<file path="src/rtl/softmax_writeback_pkg.sv">
// Shared definitions for the softmax writeback block.
// Holds the default lane/address geometry, the writeback state encoding,
// and small helpers used by the top and by the FIFO.
package softmax_writeback_pkg;

  localparam int unsigned SM_DATAWIDTH  = 16;
  localparam int unsigned SM_NUM        = 4;
  localparam int unsigned SM_ADDRSIZE   = 8;
  localparam int unsigned SM_FIFO_DEPTH = 8;

  // Writeback controller states.
  typedef enum logic [1:0] {
    WB_IDLE = 2'd0,
    WB_RUN  = 2'd1,
    WB_DONE = 2'd2
  } wb_state_t;

  // True when the value is a nonzero power of two.
  function automatic bit is_pow2(input int unsigned v);
    return (v != 0) && ((v & (v - 1)) == 0);
  endfunction

endpackage

</file>
<file path="src/rtl/softmax_wb_fifo.sv">
// Synchronous FIFO buffering result beats ahead of the memory write port.
// Ports:
//   clk, reset  - clock, synchronous active-high reset
//   push, din   - write request and data (taken when not full, or full with pop)
//   pop         - read request (ignored when empty)
//   dout        - head entry, combinational read of registered storage
//   full, empty - occupancy flags
//   count       - number of stored entries
module softmax_wb_fifo
  import softmax_writeback_pkg::*;
#(
  parameter int unsigned WIDTH = SM_DATAWIDTH * SM_NUM,
  parameter int unsigned DEPTH = SM_FIFO_DEPTH
) (
  input  logic                         clk,
  input  logic                         reset,
  input  logic                         push,
  input  logic                         pop,
  input  logic [WIDTH-1:0]             din,
  output logic [WIDTH-1:0]             dout,
  output logic                         full,
  output logic                         empty,
  output logic [$clog2(DEPTH):0]       count
);

  localparam int unsigned AW = $clog2(DEPTH);
  localparam int unsigned PW = AW + 1;
  localparam logic [PW-1:0] DEPTH_CNT = PW'(DEPTH);

  // Pointers carry one extra MSB so full and empty are distinguishable.
  logic [WIDTH-1:0] mem [DEPTH];
  logic [PW-1:0]    wr_ptr;
  logic [PW-1:0]    rd_ptr;
  logic             do_push;
  logic             do_pop;

  // Occupancy and head read.
  always_comb begin
    count = wr_ptr - rd_ptr;
    full  = (count == DEPTH_CNT);
    empty = (wr_ptr == rd_ptr);
    dout  = mem[rd_ptr[AW-1:0]];
  end

  // A push into a full FIFO is still taken when a pop frees the head slot.
  always_comb begin
    do_pop  = pop && !empty;
    do_push = push && (!full || do_pop);
  end

  // Storage is cleared on reset so the head reads zero afterwards.
  always_ff @(posedge clk) begin
    if (reset) begin
      wr_ptr <= '0;
      rd_ptr <= '0;
      for (int i = 0; i < int'(DEPTH); i++) begin
        mem[i] <= '0;
      end
    end else begin
      if (do_push) begin
        mem[wr_ptr[AW-1:0]] <= din;
        wr_ptr              <= wr_ptr + PW'(1);
      end
      if (do_pop) begin
        rd_ptr <= rd_ptr + PW'(1);
      end
    end
  end

  // Depth must be a power of two of at least two for the pointer scheme.
  always_ff @(posedge clk) begin
    if (!reset) begin
      assert (is_pow2(DEPTH) && (DEPTH >= 2));
    end
  end

endmodule

</file>
<file path="src/rtl/softmax_writeback.sv">
// Softmax result writeback: buffers result beats presented with the softmax
// done strobe and drains them to an on-chip memory write port at consecutive
// addresses from a latched base, pulsing wb_done when the job completes.
// Ports:
//   clk, reset      - clock, synchronous active-high reset
//   init            - start a job (accepted in IDLE only)
//   out_start_addr  - first write address of the job
//   num_beats       - number of beats the job writes
//   in_valid/in_data- result beat, lane0 in the LSBs
//   wr_en/wr_ready  - write handshake; a write happens when both are high
//   wr_addr/wr_data - write address and FIFO head data
//   busy            - job running
//   wb_done         - one-cycle completion pulse
//   overflow        - sticky, a beat was dropped because the FIFO was full
module softmax_writeback
  import softmax_writeback_pkg::*;
#(
  parameter int unsigned DATAWIDTH  = SM_DATAWIDTH,
  parameter int unsigned NUM        = SM_NUM,
  parameter int unsigned ADDRSIZE   = SM_ADDRSIZE,
  parameter int unsigned FIFO_DEPTH = SM_FIFO_DEPTH
) (
  input  logic                      clk,
  input  logic                      reset,
  input  logic                      init,
  input  logic [ADDRSIZE-1:0]       out_start_addr,
  input  logic [ADDRSIZE-1:0]       num_beats,
  input  logic                      in_valid,
  input  logic [DATAWIDTH*NUM-1:0]  in_data,
  output logic                      wr_en,
  input  logic                      wr_ready,
  output logic [ADDRSIZE-1:0]       wr_addr,
  output logic [DATAWIDTH*NUM-1:0]  wr_data,
  output logic                      busy,
  output logic                      wb_done,
  output logic                      overflow
);

  localparam int unsigned BEATW = DATAWIDTH * NUM;
  // One spare bit so a target of 2^ADDRSIZE-1 completes without wrapping.
  localparam int unsigned CNTW  = ADDRSIZE + 1;
  localparam int unsigned FCW   = $clog2(FIFO_DEPTH) + 1;

  wb_state_t        state;
  wb_state_t        state_next;

  logic [CNTW-1:0]  target;
  logic [CNTW-1:0]  accepted;
  logic [CNTW-1:0]  written;

  logic             fifo_full;
  logic             fifo_empty;
  logic [FCW-1:0]   fifo_count;
  logic [BEATW-1:0] fifo_head;

  logic             start_c;
  logic             push_c;
  logic             pop_c;
  logic             drop_c;
  logic             last_pop_c;

  softmax_wb_fifo #(
    .WIDTH (BEATW),
    .DEPTH (FIFO_DEPTH)
  ) u_fifo (
    .clk   (clk),
    .reset (reset),
    .push  (push_c),
    .pop   (pop_c),
    .din   (in_data),
    .dout  (fifo_head),
    .full  (fifo_full),
    .empty (fifo_empty),
    .count (fifo_count)
  );

  // Handshake and counter qualifiers.
  always_comb begin
    start_c    = (state == WB_IDLE) && init;
    // Beats past the programmed target are ignored, not counted as overflow.
    push_c     = (state == WB_RUN) && in_valid && (accepted < target);
    pop_c      = wr_en && wr_ready;
    drop_c     = push_c && fifo_full && !pop_c;
    last_pop_c = pop_c && ((written + CNTW'(1)) == target);
  end

  // State register.
  always_ff @(posedge clk) begin
    if (reset) begin
      state <= WB_IDLE;
    end else begin
      state <= state_next;
    end
  end

  // Next-state logic. A job with dropped beats never reaches its target
  // and stays in RUN until reset; overflow flags that case.
  always_comb begin
    state_next = state;
    case (state)
      WB_IDLE: begin
        if (init) begin
          state_next = (num_beats == '0) ? WB_DONE : WB_RUN;
        end
      end
      WB_RUN: begin
        if (last_pop_c) begin
          state_next = WB_DONE;
        end
      end
      WB_DONE: begin
        state_next = WB_IDLE;
      end
      default: begin
        state_next = WB_IDLE;
      end
    endcase
  end

  // Output decode; all terms come from registers.
  always_comb begin
    wr_en   = 1'b0;
    busy    = 1'b0;
    wb_done = 1'b0;
    wr_data = fifo_head;
    case (state)
      WB_RUN: begin
        busy  = 1'b1;
        wr_en = !fifo_empty;
      end
      WB_DONE: begin
        wb_done = 1'b1;
      end
      default: begin
      end
    endcase
  end

  // Job bookkeeping: address, beat counters and sticky overflow.
  always_ff @(posedge clk) begin
    if (reset) begin
      target   <= '0;
      accepted <= '0;
      written  <= '0;
      wr_addr  <= '0;
      overflow <= 1'b0;
    end else if (start_c) begin
      target   <= CNTW'(num_beats);
      accepted <= '0;
      written  <= '0;
      wr_addr  <= out_start_addr;
      overflow <= 1'b0;
    end else begin
      // A dropped beat still counts as accepted so the producer side ends.
      if (push_c) begin
        accepted <= accepted + CNTW'(1);
      end
      if (drop_c) begin
        overflow <= 1'b1;
      end
      if (pop_c) begin
        written <= written + CNTW'(1);
        wr_addr <= wr_addr + ADDRSIZE'(1);
      end
    end
  end

  // FIFO occupancy can never exceed its depth.
  always_ff @(posedge clk) begin
    if (!reset) begin
      assert (fifo_count <= FCW'(FIFO_DEPTH));
    end
  end

endmodule

</file>
<file path="config.mk">
export PLATFORM = sky130hd
export DESIGN_NAME = softmax_writeback
export DESIGN_NICKNAME = d
export VERILOG_FILES = /design/src/rtl/softmax_writeback_pkg.sv /design/src/rtl/softmax_wb_fifo.sv /design/src/rtl/softmax_writeback.sv
export SDC_FILE = /design/constraint.sdc
export NUM_CORES = 1
export LEC_CHECK = 0
export CORE_ASPECT_RATIO = 1.5
export CORE_MARGIN = 2
export CORE_UTILIZATION = 54
export CTS_CLUSTER_DIAMETER = 40
export DETAILED_ROUTE_END_ITERATION = 12
export MAX_ROUTING_LAYER = met4
export PLACE_DENSITY = 0.77
export SLEW_MARGIN = 0
export SYNTH_ARGS = -nofsm -noshare
export SYNTH_HDL_FRONTEND = slang
export SYNTH_SLANG_ARGS = --single-unit
</file>
<file path="constraint.sdc">
create_clock -name clk -period 9.32 [get_ports clk]
set_input_delay 1.864 -clock clk [delete_from_list [all_inputs] [get_ports clk]]
set_output_delay 1.864 -clock clk [all_outputs]
set_load 0.05 [all_outputs]
</file>
# Yosys cells after proc, flatten, opt, wreduce, memory -nomap -nowiden
# Memories as Yosys holds them, arrays and structs flattened. A register that Yosys moved wholly into a read port is not among the register bits.
# Index checks and enable logic that the tools add are counted.
op_classes:
  eq_ne: 7
  magnitude_cmp: 1
  n_reduce_logical: 19
  n_mux: 19
  addsub: 6
ops:
  columns: ["operator", "count"]
  rows:
  - ["$mux W64", 1]
  - ["$reduce_or A64 Y1", 1]
  - ["$add A9 B1 Y9 const B", 2]
  - ["$mux W8", 2]
  - ["$eq A9 B8 Y1", 1]
  - ["$logic_and A1 B1 Y1", 9]
  - ["$lt A9 B8 Y1", 1]
  - ["$mux W1", 9]
  - ["$mux W3", 3]
  - ["$add A4 B1 Y4 const B", 2]
  - ["$add A8 B1 Y8 const B", 1]
  - ["$logic_not A8 Y1", 1]
  - ["$mux W2", 3]
  - ["$eq A4 B4 Y1", 1]
  - ["$eq A4 B4 Y1 const B", 1]
  - ["$ne A2 B2 Y1 const B", 2]
  - ["$pmux W2 S2", 1]
  - ["$sub A4 B4 Y4", 1]
  - ["$logic_not A1 Y1", 3]
  - ["$eq A2 B1 Y1 const B", 1]
  - ["$eq A2 B2 Y1 const B", 1]
  - ["$logic_not A2 Y1", 1]
  - ["$reduce_and A2 Y1", 1]
  - ["$reduce_bool A2 Y1", 1]
  - ["other kinds (2)", 2]
word_totals:
  register_bits: 45
  n_memories: 1
  word_cells: 61
  ramBits: 512
memory_table:
  columns: ["name", "depth", "width", "rd", "rd_ports_with_merged_regs", "write_ports", "line_no", "source"]
  rows:
  - ["u_fifo.mem", 8, 64, 1, 1, 8, "softmax_wb_fifo.sv:31", "logic [WIDTH-1:0] mem [DEPTH];"]

# Depth between registers and ports, before layout
# Gate-level depths: netlist (run 1).
logic_depth:
  word_depth: 12
  ltp_mapped: 12
  depth_no_buf: 8

# Cells and area by module
# A second synthesis (run 1) with hierarchy kept.
hier_totals:
  hier_cells: 1653
  area_unflattened_um2: 25486.9
modules_own_cells:
  columns: ["mod", "area_each_um2", "seq_area_each_um2", "cells_per_inst", "instances"]
  rows:
  - ["softmax_wb_fifo", 23317.4, 15595.0, 1390, 1]
  - ["softmax_writeback", 2169.6, 740.7, 263, 1]

# Worst setup path after synthesis (run 1)
# OpenSTA, ideal clock, no wires.
synth_path:
  path_kind: "input -> register"
  startpoint: "in wr_ready"
  endpoint: "mem u_fifo.mem[4][0] (netlist name), enable pin"
  t_arrival_ps: 9145
  slack_ps: -486
  path_stages: 5
  setup_ps: 661
  required_ps: 8659
  cell_sequence: "inv_1 > a211oi_2 > nor3_2 > o311a_1 > o41ai_1"
synth_rtl:
  columns: ["element", "line_no", "source"]
  rows:
  - ["start: declaration", "softmax_writeback.sv:31", "input logic wr_ready,"]
  - ["end: declaration", "softmax_wb_fifo.sv:31", null]

==> results of run 1 <==
-- state kept, by name, summed over array words and instances, names as in the netlist, 2 cells and up, named ones only --
name,cells
u_fifo.mem,512
accepted,9
written,9
target,8
wr_addr,8
u_fifo.rd_ptr,4
u_fifo.wr_ptr,4
state,2
-- cell type report --
cell class / instances / area (um2) / area share
clock buffers: 64 / 1325 / 0.04589
clock inverters: 31 / 225.2 / 0.007800
well taps: 594 / 743.2 / 0.02574
flip-flops and latches: 560 / 16350 / 0.5663
multi-input cells: 1015 / 8102 / 0.2806
inverters: 84 / 317.8 / 0.01101
repair buffers: 184 / 1807 / 0.06257
diodes: 2 / 5.005 / 0.0001733
-- worst register-to-register path, stage by stage (launching register included) --
cell and delay, ns:
dfxtp_4 0.60, inv_4 0.31, ha_1 0.39, and3_1 0.27
a211oi_2 0.10, buf_4 0.26, nor3_2 0.28, o311ai_4 0.22
nand4_4 0.73, buf_4 0.96, nor3_1 0.20
-- synth_stat cells (all sizes together) (2+ instances only) --
library cell,n,share of area
a211oi,7,0.0023
a21oi,26,0.0051
a22oi,2,0.00059
a311oi,3,0.0010
a31o,4,0.0014
a31oi,2,0.00049
a41o,3,0.0012
and2,2,0.00049
and3,5,0.0012
buf,68,0.013
clkbuf,94,0.014
dfxtp,48,0.038
edfxtp,512,0.61
ha,15,0.0074
inv,84,0.012
mux2,65,0.029
mux2i,3,0.0012
mux4,128,0.11
nand2,100,0.015
nand2b,3,0.00074
nand3,15,0.0030
nand4,10,0.0027
nor2,95,0.014
nor2b,5,0.0012
nor3,453,0.093
o21ai,16,0.0032
o31ai,2,0.00059
o41ai,5,0.0017
or3,5,0.0012
or4,5,0.0015
xnor2,15,0.0055
xor2,8,0.0028
-- per-stage QoR --
stage          area (um2)  hold WS, ns  instances
6_report            28880       0.4783       2534
5_1_grt             28880       0.5053       2534
4_1_cts             28870       0.4834       2532
3_5_place_dp        27320       0.4689       2437
3_3_place_gp        27320       0.4457       2437
2_1_floorplan       25330       0.4257       1821
-- cells by family after synthesis --
kind of cell	Yosys count	share of synthesized area
fa+ha+maj	15	0.007409
simple gates	703	0.1353
xor+xnor	23	0.008249
buf+inv	246	0.03936
mux	196	0.1439
flops	560	0.6448
compound gates	78	0.02094
-- worst max path at each step --
stage / end / slack (ns) / from / depth (start not counted)
4_1_cts: wr_data[33] / 3.37 / flip-flop / 4
6_report: wr_data[60] / 3.44 / flip-flop / 4
3_5_place_dp: u_fifo.mem[0][45] / 3.97 / in_valid / 7
5_1_grt: wr_data[28] / 3.25 / flip-flop / 4
3_3_place_gp: wr_data[21] / 4.01 / flip-flop / 4
2_1_floorplan: u_fifo.mem[4][0] / -0.49 / wr_ready / 5
-- power by group --
group	total, uW	switching, uW	internal [uW]
sequential	2860	34.0	2830
combinational	462	302	161
clock	1980	914	1070
-- per-layer routing --
metal,part of all wire,GRT usage,vias to the layer above
li1,-,-,7125
met1,0.37,0.3013,8107
met2,0.53,0.4404,762
met3,0.074,0.03728,146
met4,0.029,0.09126,0
met5,0,-,-
==> reports/qor.yml, run 1 <==
dr.pass1.iters: 5
dieHeight_um: 269.3
syn-cell-area_mm2: 0.02533
status: "complete, no violations"
slew_headroom: 0.2121
finalCritPeriodShare: 0.6312
globalplace.congestion: 0.8107
clk_pin_slew_ns: 0.06
finalPower_uw: 5308
fillers: 3421
drtAntennaViolNets: 0
cts-root-buf: "clkbuf_16"
yosysUniqueCellTypes: 53
total_leakage_power_uw: 0.009555
fmax_mhz: 170.0
hold-path-cell-count: 2
maxSlewViolCount: 0
wl_mm: 60.25
p_per_area_mw_per_mm2: 183.8
drcViolationCount: 0
reg2reg_from: "u_fifo.wr_ptr[0]"
final_util: 0.6212
irDropWorstVdd_mv: 0.1514
postSynthCellCount: 1821
min_from: "accepted[8]"
io_pins: 161
finalHoldViolations: 0
grt_pass1_vias: 17010
grt_pass1_wl_mm: 93.08
clkLatencyLatePin_ns: 0.59
cts_made_buffers: 51
drive_gt1_frac: 0.1692
clk_path_buf_depth: 3
fin_setup_tns_ns: 0
synthToLayoutAreaGrowth_pct: 13.98
antenna_found_initial: 2
async_flop_share: 0
gr-usage-all-layers: 0.2537
pre_cts_ws_ns: 3.970
critPathCaptureType: "output pin"
floorplan.initialDensity: 0.5450
finalSetupViolations: 0
port_buffers: 160
ys_warn_count: 0
gr-total-overflow: 0
period_needed_ns: 5.883
synth_edf_count: 512
reg2reg_slack_ns: 4.71
r2r-end: "u_fifo.mem[1][35]"
cp_slowest_stage_delay_ns: 0.95
layout_commonest_cell: "edfxtp_1"
viasPerCell: 6.369
yosys_most_used_dff: "edfxtp_1"
h-tree-depth: 2
avgSynthCellArea_um2: 13.91
wire_per_inst_um: 23.77
design.core.area_mm2: 0.04648
rows: 97
dp_hpwl_mm: 31.87
skew_ns: 0.01582
ys_seq_area_frac: 0.6448
tightest_slew_ns: 1.182
reg2reg_depth: 10
cp_slowest_cell: "buf_4"
cp_max_fo: 74
ys_ff_latch: 560
holdPathEnd: "accepted[8]"
setup_ws_ns: 3.437
vias: 16140
postCtsSetupBuffers: 0
grt_max_degree: 193
arrival_ns: 4.02
crit_path_cell_trace: "buf_4, mux4_2, mux2_2, clkdlybuf4s50_1"
dieWidth_um: 180.9
min_path_type: "reg2reg"
startpoint_type: "flip-flop"
worst_ep_required_time_ns: 7.46
cp_num_buf_inv: 2
final_cell_mix: "edfxtp_1 (512), nor3_1 (436), clkdlybuf4s50_1 (160)"
nNetsFinal: 1996
clock_sinks: 560
synth_nets: 1921
drtIter0Drc: 1378
tritoncts: "yes"
dieArea_mm2: 0.04870
cts_resized: 0
cts_hold_buf: 0
cp_top_family: "buffers and inverters"
rsz0062_at_grt: "no"
drv_cap: 0
crit_type: "reg2out"
(Power assumes the default switching activity.)
==> run 2: changes to the inputs <==
Clock period 9.32 ns to 5.3 ns, I/O delays scaled along.
==> reports/qor.yml, run 2 (synthesized netlist as in run 1, its figures left out) <==
cts_resized: 0  # unchanged
r2r-end: "u_fifo.mem[1][42]"
finalHoldViolations: 0  # unchanged
finalCritPeriodShare: 0.8095
cp_max_fo: 46  # -38%
antenna_found_initial: 3  # +1
layout_commonest_cell: "edfxtp_1"
dr.pass1.iters: 5  # unchanged
tritoncts: "yes"
holdPathEnd: "accepted[8]"
wl_mm: 62.26  # +3.3%
reg2reg_from: "u_fifo.wr_ptr[1]"
reg2reg_depth: 8  # -2
drv_cap: 0  # unchanged
drtAntennaViolNets: 0  # unchanged
clkLatencyLatePin_ns: 0.59  # about the same
combPwrFrac: 0.087  # about the same
nNetsFinal: 2012  # +0.80%
fmax_mhz: 233.1
vias: 16390  # +1.5%
hold-path-cell-count: 2  # unchanged
slew_headroom: 0.2374  # +0.02530
min_path_type: "reg2reg"
clk_path_buf_depth: 3  # unchanged
arrival_ns: 3.23  # -0.79 ns
gr-usage-all-layers: 0.2646  # +0.01092
cts_made_buffers: 54  # +5.9%
tightest_slew_ns: 1.144  # -0.03795 ns
status: "complete, no violations"
rsz0062_at_grt: "no"
gr-total-overflow: 0  # unchanged
grt_pass1_vias: 17120  # +0.63%
final_cell_mix: "edfxtp_1 (512), nor3_1 (436), clkdlybuf4s50_1 (160)"
drcViolationCount: 0  # unchanged
drive_gt1_frac: 0.1788  # +0.009599
critPathCaptureType: "output pin"
skew_ns: 0.02417  # +0.008350 ns
cts_hold_buf: 0  # unchanged
design.core.area_mm2: 0.04648  # unchanged
clk_pin_slew_ns: 0.06  # about the same
finalPower_uw: 9592  # +81%
port_buffers: 160  # unchanged
dieWidth_um: 180.9  # unchanged
switching_share: 0.2360  # +0.0005315
rows: 97  # unchanged
dieArea_mm2: 0.04870  # unchanged
internal-power_uw: 7328  # +81%
postCtsSetupBuffers: 0  # unchanged
crit_type: "reg2out"
largest-register: "u_fifo.mem"
p_per_area_mw_per_mm2: 327.1  # +78%
reg2reg_slack_ns: 1.72  # -2.99 ns
grt_max_degree: 131  # -32%
whs_ns: 0.4701  # -0.008125 ns
fillers: 3330  # -2.7%
dp_hpwl_mm: 34.29  # +7.6%
worst_ep_required_time_ns: 4.24  # -3.22 ns
clock_sinks: 560  # unchanged
reg_top3: "u_fifo.mem x512, accepted x9, written x9"
total_leakage_power_uw: 0.009759  # +2.1%
startpoint_type: "flip-flop"
synthToLayoutAreaGrowth_pct: 15.74
p_clk_frac: 0.388  # +0.014
min_from: "accepted[8]"
fin_setup_tns_ns: 0  # unchanged
dieHeight_um: 269.3  # unchanged
p_sw_uw: 2264  # +81%
grt_pass1_wl_mm: 96.91  # +4.1%
largest_reg_flops: 512  # unchanged
drtIter0Drc: 1618  # +17%
io_pins: 161  # unchanged
globalplace.congestion: 0.8076  # -0.38%
finalSetupViolations: 0  # unchanged
h-tree-depth: 2  # unchanged
final_util: 0.6308  # +0.009582
wire_per_inst_um: 24.38  # +2.5%
floorplan.initialDensity: 0.5450  # unchanged
irDropWorstVdd_mv: 0.2372  # +57%
power_frac_seq: 0.524  # -0.015
cts-root-buf: "clkbuf_16"
maxSlewViolCount: 0  # unchanged
period_needed_ns: 4.290
viasPerCell: 6.416  # +0.73%
==> run 2: changes by cell type in the layout (fill, tap and decap cells not counted), moves of 3 or more <==
cell / previous run / this run
o41ai_2: 3 / 0
o41ai_4: 0 / 3
buf_12: 2 / 13
clkbuf_1: 13 / 10
clkbuf_16: 51 / 56
clkinv_8: 0 / 3
==> run 2: how the worst max path moves through the flow <==
stage | startpoint | endpoint | cells past startpoint
after floorplan | u_fifo.wr_ptr[0] | u_fifo.mem[4][0] | 9
after global placement | wr_ready | u_fifo.mem[1][46] | 8
after detailed placement | wr_ready | u_fifo.mem[1][46] | 8
after CTS | flip-flop | wr_data[21] | 4
after global routing | flip-flop | wr_data[29] | 4
final | flip-flop | wr_data[21] | 4
==> run 2: routing by layer <==
layer	wire, um	track usage	part of all wire	vias up
met5	0	-	0	-
met4	2429	0.1023	0.039	0
met3	4376	0.03350	0.070	151
met2	32900	0.4504	0.53	791
met1	22560	0.3234	0.36	8292
li1	-	-	-	7152
==> run 2: power groups by stage <==
stage | combinational (uW) | sequential, uW | clock [uW]
floorplan | 499 | 5120 | 0
global placement | 823 | 5100 | 0
detailed placement | 834 | 5120 | 0
CTS | 840 | 5030 | 3750
global route | 882 | 5040 | 3930
finish | 838 | 5030 | 3720
==> run 2: layout make-up <==
class	count	area, um2	area share
flip-flops and latches	560	16350	0.5577
multi-input cells	1015	8135	0.2775
repair buffers	197	2042	0.06964
clock buffers	67	1453	0.04954
well taps	594	743.2	0.02535
inverters	84	317.8	0.01084
clock inverters	34	271.5	0.009260
diodes	3	7.507	0.0002560
==> run 2: worst max-delay path, stage by stage (launching register included) <==
cell and delay, ns:
dfxtp_4 0.58, buf_12 0.40, mux4_2 0.57, mux2_2 0.32, clkdlybuf4s50_1 0.71
==> run 2: through the flow <==
stage	cells	setup WS [ns]	area [um2]
floorplan	1821	-0.9179	25360
global placement	2450	1.367	27590
detailed placement	2450	1.335	27590
CTS	2551	0.9574	29310
global route	2554	0.8702	29320
finish	2554	1.010	29320
==> run 3: changes to the inputs <==
Settings changed: CORE_UTILIZATION 54 to 60, PLACE_DENSITY 0.77 to 0.81.
Clock period 5.3 ns to 4.3 ns, I/O delays scaled along.
==> reports/qor.yml, run 3 (synthesized netlist as in run 1, its figures left out) <==
drv_cap: 0  # unchanged
worst_ep_required_time_ns: 3.44  # -0.80 ns
drcViolationCount: 0  # unchanged
fmax_mhz: 252.5
startpoint_type: "flip-flop"
min_from: "accepted[8]"
largest-register: "u_fifo.mem"
reg_top3: "u_fifo.mem x512, accepted x9, written x9"
io_pins: 161  # unchanged
dp_cells: 2434  # -0.65%
finalCritPeriodShare: 0.9210
grt_use_met3: 0.03928  # +0.005781
r2r-end: "u_fifo.mem[1][51]"
finalHoldViolations: 0  # unchanged
grt_pass1_vias: 17100  # -0.13%
drive_gt1_frac: 0.1821  # +0.003250
fin_cells: 2530  # -0.94%
tritoncts: "yes"
drtAntennaViolNets: 0  # unchanged
arrival_ns: 3.10  # -0.13 ns
holdPathEnd: "accepted[8]"
tightest_slew_ns: 1.110  # -0.03429 ns
wl_mm: 60.59  # -2.7%
nNetsFinal: 2024  # +0.60%
clk_path_buf_depth: 3  # unchanged
layout_commonest_cell: "edfxtp_1"
largest_reg_flops: 512  # unchanged
drtIter0Drc: 1468  # -9.3%
clkLatencyLatePin_ns: 0.59  # about the same
wire_per_inst_um: 23.95  # -1.8%
top_usage_layer: "met2"
diodes: 0  # -3
finalSetupViolations: 0  # unchanged
p_per_area_mw_per_mm2: 396.2  # +21%
irDropWorstVdd_mv: 0.3431  # +45%
port_buffers: 160  # unchanged
clock_sinks: 560  # unchanged
clk_pin_slew_ns: 0.06  # about the same
min_path_type: "reg2reg"
cts_resized: 0  # unchanged
grt_max_degree: 138  # +5.3%
whs_ns: 0.4758  # +0.005644 ns
status: "complete, no violations"
cts_made_buffers: 52  # -3.7%
synthToLayoutAreaGrowth_pct: 15.50
setup_ws_ns: 0.3399  # -0.6698 ns
hold-path-cell-count: 2  # unchanged
vias: 16290  # -0.62%
gr-usage-all-layers: 0.2906  # +0.02598
rows: 92  # -5.2%
fin_setup_tns_ns: 0  # unchanged
cts_hold_buf: 0  # unchanged
globalRouteMet2Util: 0.4924  # +0.04204
slew_headroom: 0.2603  # +0.02286
reg2reg_slack_ns: 0.92  # -0.80 ns
reg2reg_from: "u_fifo.wr_ptr[1]"
cp_max_fo: 37  # -20%
critPathCaptureType: "output pin"
viasPerCell: 6.437  # +0.33%
skew_ns: 0.02030  # -0.003867 ns
postCtsSetupBuffers: 0  # unchanged
total_leakage_power_uw: 0.009772  # +0.13%
final_cell_mix: "edfxtp_1 (512), nor3_1 (436), clkdlybuf4s50_1 (159)"
period_needed_ns: 3.960
reg2reg_depth: 8  # unchanged
dieHeight_um: 255.7  # -5.1%
gr-usage-met1: 0.3459  # +0.02250
grt_pass1_wl_mm: 93.81  # -3.2%
cts-root-buf: "clkbuf_16"
design.core.area_mm2: 0.04190  # -9.9%
gr-total-overflow: 0  # unchanged
crit_type: "reg2out"
rsz0062_at_grt: "no"
pre_cts_ws_ns: 0.8294  # -0.5057 ns
floorplan.initialDensity: 0.6046  # +0.05961
dieWidth_um: 171.8  # -5.0%
globalplace.congestion: 0.8242  # +2.1%
dr.pass1.iters: 5  # unchanged
h-tree-depth: 2  # unchanged
antenna_found_initial: 0  # -3
maxSlewViolCount: 0  # unchanged
dp_hpwl_mm: 34.37  # +0.23%
dieArea_mm2: 0.04392  # -9.8%
run 3: cell count changes in the layout (fill, tap and decap cells not counted), sizes merged:
| cell | previous run | this run |
|---|---|---|
| clkdlybuf4s50 | 160 | 159 |
| inv | 89 | 87 |
| buf | 37 | 52 |
| clkbuf | 67 | 64 |
| diode | 3 | 0 |
run 3: power breakdown:
| part | switching (uW) | leakage [uW] | internal, uW |
|---|---|---|---|
| Sequential | 69.4 | 0.00568 | 6130 |
| Clock | 1970 | 0.000766 | 2390 |
| Combinational | 668 | 0.00332 | 368 |
| Total | 2710 | 0.00977 | 8880 |
run 3: how the worst max path moves through the flow:
| stage | startpoint | endpoint | depth (start not counted) | slack [ns] |
|---|---|---|---|---|
| 4_1_cts | flip-flop | wr_data[56] | 4 | 0.29 |
| 6_report | flip-flop | wr_data[59] | 4 | 0.34 |
| 3_5_place_dp | wr_ready | u_fifo.mem[1][51] | 8 | 0.83 |
| 5_1_grt | flip-flop | wr_data[56] | 4 | 0.24 |
| 2_1_floorplan | u_fifo.wr_ptr[0] | u_fifo.mem[6][0] | 9 | 0.0002 |
| 3_3_place_gp | wr_ready | u_fifo.mem[3][52] | 8 | 0.80 |
run 3: per-stage QoR:
| step | cell area [um2] | total power [uW] | utilization |
|---|---|---|---|
| after detailed placement | 27670 | 7344 | 0.6604 |
| final | 29260 | 11590 | 0.6983 |
| after global routing | 29260 | 11870 | 0.6983 |
| after floorplan | 25450 | 6937 | - |
| after CTS | 29260 | 11630 | 0.6983 |
| after global placement | 27670 | 7315 | 0.6604 |
run 3: critical path: stages (launching register included):
cell and delay [ns]:
dfxtp_4 0.72, buf_4 0.41, mux4_2 0.36, mux2_2 0.30, clkdlybuf4s50_1 0.71
run 3: cell type report:
type | count | area [um2]
clock inverters | 32 | 222.7
clock buffers | 64 | 1368
inverters | 84 | 319.1
repair buffers | 211 | 2157
flip-flops and latches | 560 | 16350
well taps | 564 | 705.7
multi-input cells | 1015 | 8142
fillers | 2786 | 12640
run 3: metal layers:
layer | wire [um] | vias up
met3 | 4852 | 167
met2 | 31940 | 843
met4 | 2611 | 0
met1 | 21180 | 8108
li1 | - | 7167
met5 | 0 | -
==> patch, RTL diff (config.mk and constraints of run 2) <==
Encoding of `wb_state_t`: now one-hot (3 bits for 3 states).
--- a/src/rtl/softmax_writeback_pkg.sv
+++ b/src/rtl/softmax_writeback_pkg.sv
@@ -9,10 +9,10 @@
   localparam int unsigned SM_FIFO_DEPTH = 8;
 
   // Writeback controller states.
-  typedef enum logic [1:0] {
-    WB_IDLE = 2'd0,
-    WB_RUN  = 2'd1,
-    WB_DONE = 2'd2
+  typedef enum logic [2:0] {
+    WB_IDLE = 3'b001,
+    WB_RUN  = 3'b010,
+    WB_DONE = 3'b100
   } wb_state_t;
 
   // True when the value is a nonzero power of two.
Check against the original RTL: same outputs for any inputs over 4 cycles, from zero or initial values and one cycle with reset high; so few cycles prove little.
==> patch against run 2 <==
Critical path depth unchanged; clock skew decreased by 0.0060 ns; final area decreased by 0.38%; setup slack got worse by 0.22 ns; combinational power decreased by 33%; wire length decreased by 3.9%; sequential share of layout area increased by 0.27 points; synthesized area decreased by 1.2%; total power increased by 0.23%; sequential power about the same; global-route usage decreased by 0.64 points; sequential cell count increased by 1; critical path type unchanged; critical endpoint is now wr_data[57].
==> patch: results <==
set metrics [dict create \
    antenna_left 0 \
    fin_util_pct 63.83 \
    antenna_found_initial 4 \
    hold_path_class "flop to flop" \
    path_class "flop to output port" \
    syn-instance-count 1720 \
    placed_area_sq_um 27320 \
    clock_tree.root_cell "clkbuf_16" \
    top_regs "u_fifo.mem (512), accepted (9), written (9)" \
    port_buffers 160 \
    ys_top_cells_by_count "edfxtp_1 (512), nor2_1 (288), and2_1 (259)" \
    place_congestion 0.8012 \
    clock_path_buffers 3 \
    hpwl_mm 31.32 \
    critPathMaxStageDelay_ns 0.74 \
    clk_latency_ns 0.58 \
    r2r_end "u_fifo.mem[1][51]$_SDFFCE_PN0P_" \
    grt_max_degree 68 \
    syn-num-nets 1820 \
    min_from "target[5]$_SDFFE_PP0P_" \
    status "finished clean" \
    grtUsageMet1_pct 28.57 \
    fin_skew_ns 0.01814 \
    drt-initial-drc-count 1430 \
    ir_drop_uv 265.7 \
    grt_pass1_vias 16180 \
    ys_seq_area_share_pct 65.32 \
    r2r-start "u_fifo.wr_ptr[2]$_SDFFE_PP0P_" \
    slew_headroom_pct 22.24 \
    critPathTopFamily "buffers and inverters" \
    post_cts_buffers 0 \
    synth_area_leaders "edfxtp_1 (61%), mux4_2 (12%), and2_1 (6.5%), nor2_1 (4.3%), dfxtp_1 (3.9%)" \
    synthArstFlopShare_pct 0 \
    dp_cells 2386 \
    cellLeakagePower_nw 10.37 \
    ys.flop_type "edfxtp_1" \
    grt_usage_pct 25.82 \
    layout.nets 1954 \
    yosysUniqueCellTypes 56 \
    reg2reg_slack_ns 1.80 \
    firstDrtPassIters 5 \
    reg2reg_depth 8 \
    route.vias.total 14870 \
    drive_gt1_share_pct 17.48 \
    whs_ns 0.4788 \
    worstPathMaxFanout 28 \
    postCtsResizedCells 0 \
    gr-usage-met2_pct 45.76 \
    place_ws_ns 1.319 \
    routed_wl_mm 59.83 \
    holdPathStages 2 \
    grt_pass1_wl_mm 91.38 \
    clkSlewWorstSetupHoldPaths_ns 0.06 \
    vias_per_cell 5.969 \
    htree_levels 2 \
    crit_path_top_delay_cell "dfxtp_4" \
    synth_warnings 0 \
    grt_util_met3_pct 4.419 \
    hold_end "target[5]$_SDFFE_PP0P_" \
    numCtsBuffers 54 \
]
[patch: final cells by class]
cell class,count,area [sq um]
fill,3172,16550
inverter,18,70.07
clock buffer,65,1465
tap,588,735.7
multi-input combinational,1034,8229
sequential,561,16370
antenna,4,10.01
clock inverter,36,417.9
timing repair buffer,185,1914
[patch: where the power goes]
group | internal, mW | switching (mW) | leakage (nW)
clock network | 2.34 | 1.70 | 0.917
logic | 0.206 | 0.353 | 3.77
registers | 4.96 | 0.0521 | 5.69
[patch: worst max path at each step]
stage | to | slack (ns) | cells past startpoint
after floorplan | u_fifo.mem[4][0]$_SDFFCE_PN0P_ | -0.59 | 6
after global placement | wr_data[44] | 1.35 | 4
after detailed placement | wr_data[57] | 1.32 | 4
after CTS | wr_data[57] | 0.69 | 4
after global routing | wr_data[57] | 0.58 | 4
final | wr_data[57] | 0.79 | 4
[patch: metal layers]
layer  part of all wire (%)  vias up
met5                      0        -
met4                    3.8        0
met3                    7.0      152
met2                     54      628
met1                     35     7519
li1                       -     6571
[patch: worst register-to-register path, delay by kind of cell (launching register included)]
kind / cells / cell delay, ns
compound gates: 4 / 1.13
simple gates: 2 / 0.42
fa+ha+maj: 1 / 0.41
buf+inv: 1 / 0.42
flops: 1 / 0.75
[patch: kinds of logic (layout without fill, tap and decap cells)]
family          after synthesis  count (layout)  synth area share, %
compound gates               76              76                2.009
other cells                   0               4                    0
flops                       561             561                65.32
fa+ha+maj                    15              15               0.7496
xor+xnor                     32              32                1.119
simple gates                718             718                14.11
buf+inv                     125             304                2.259
mux                         193             193                14.43
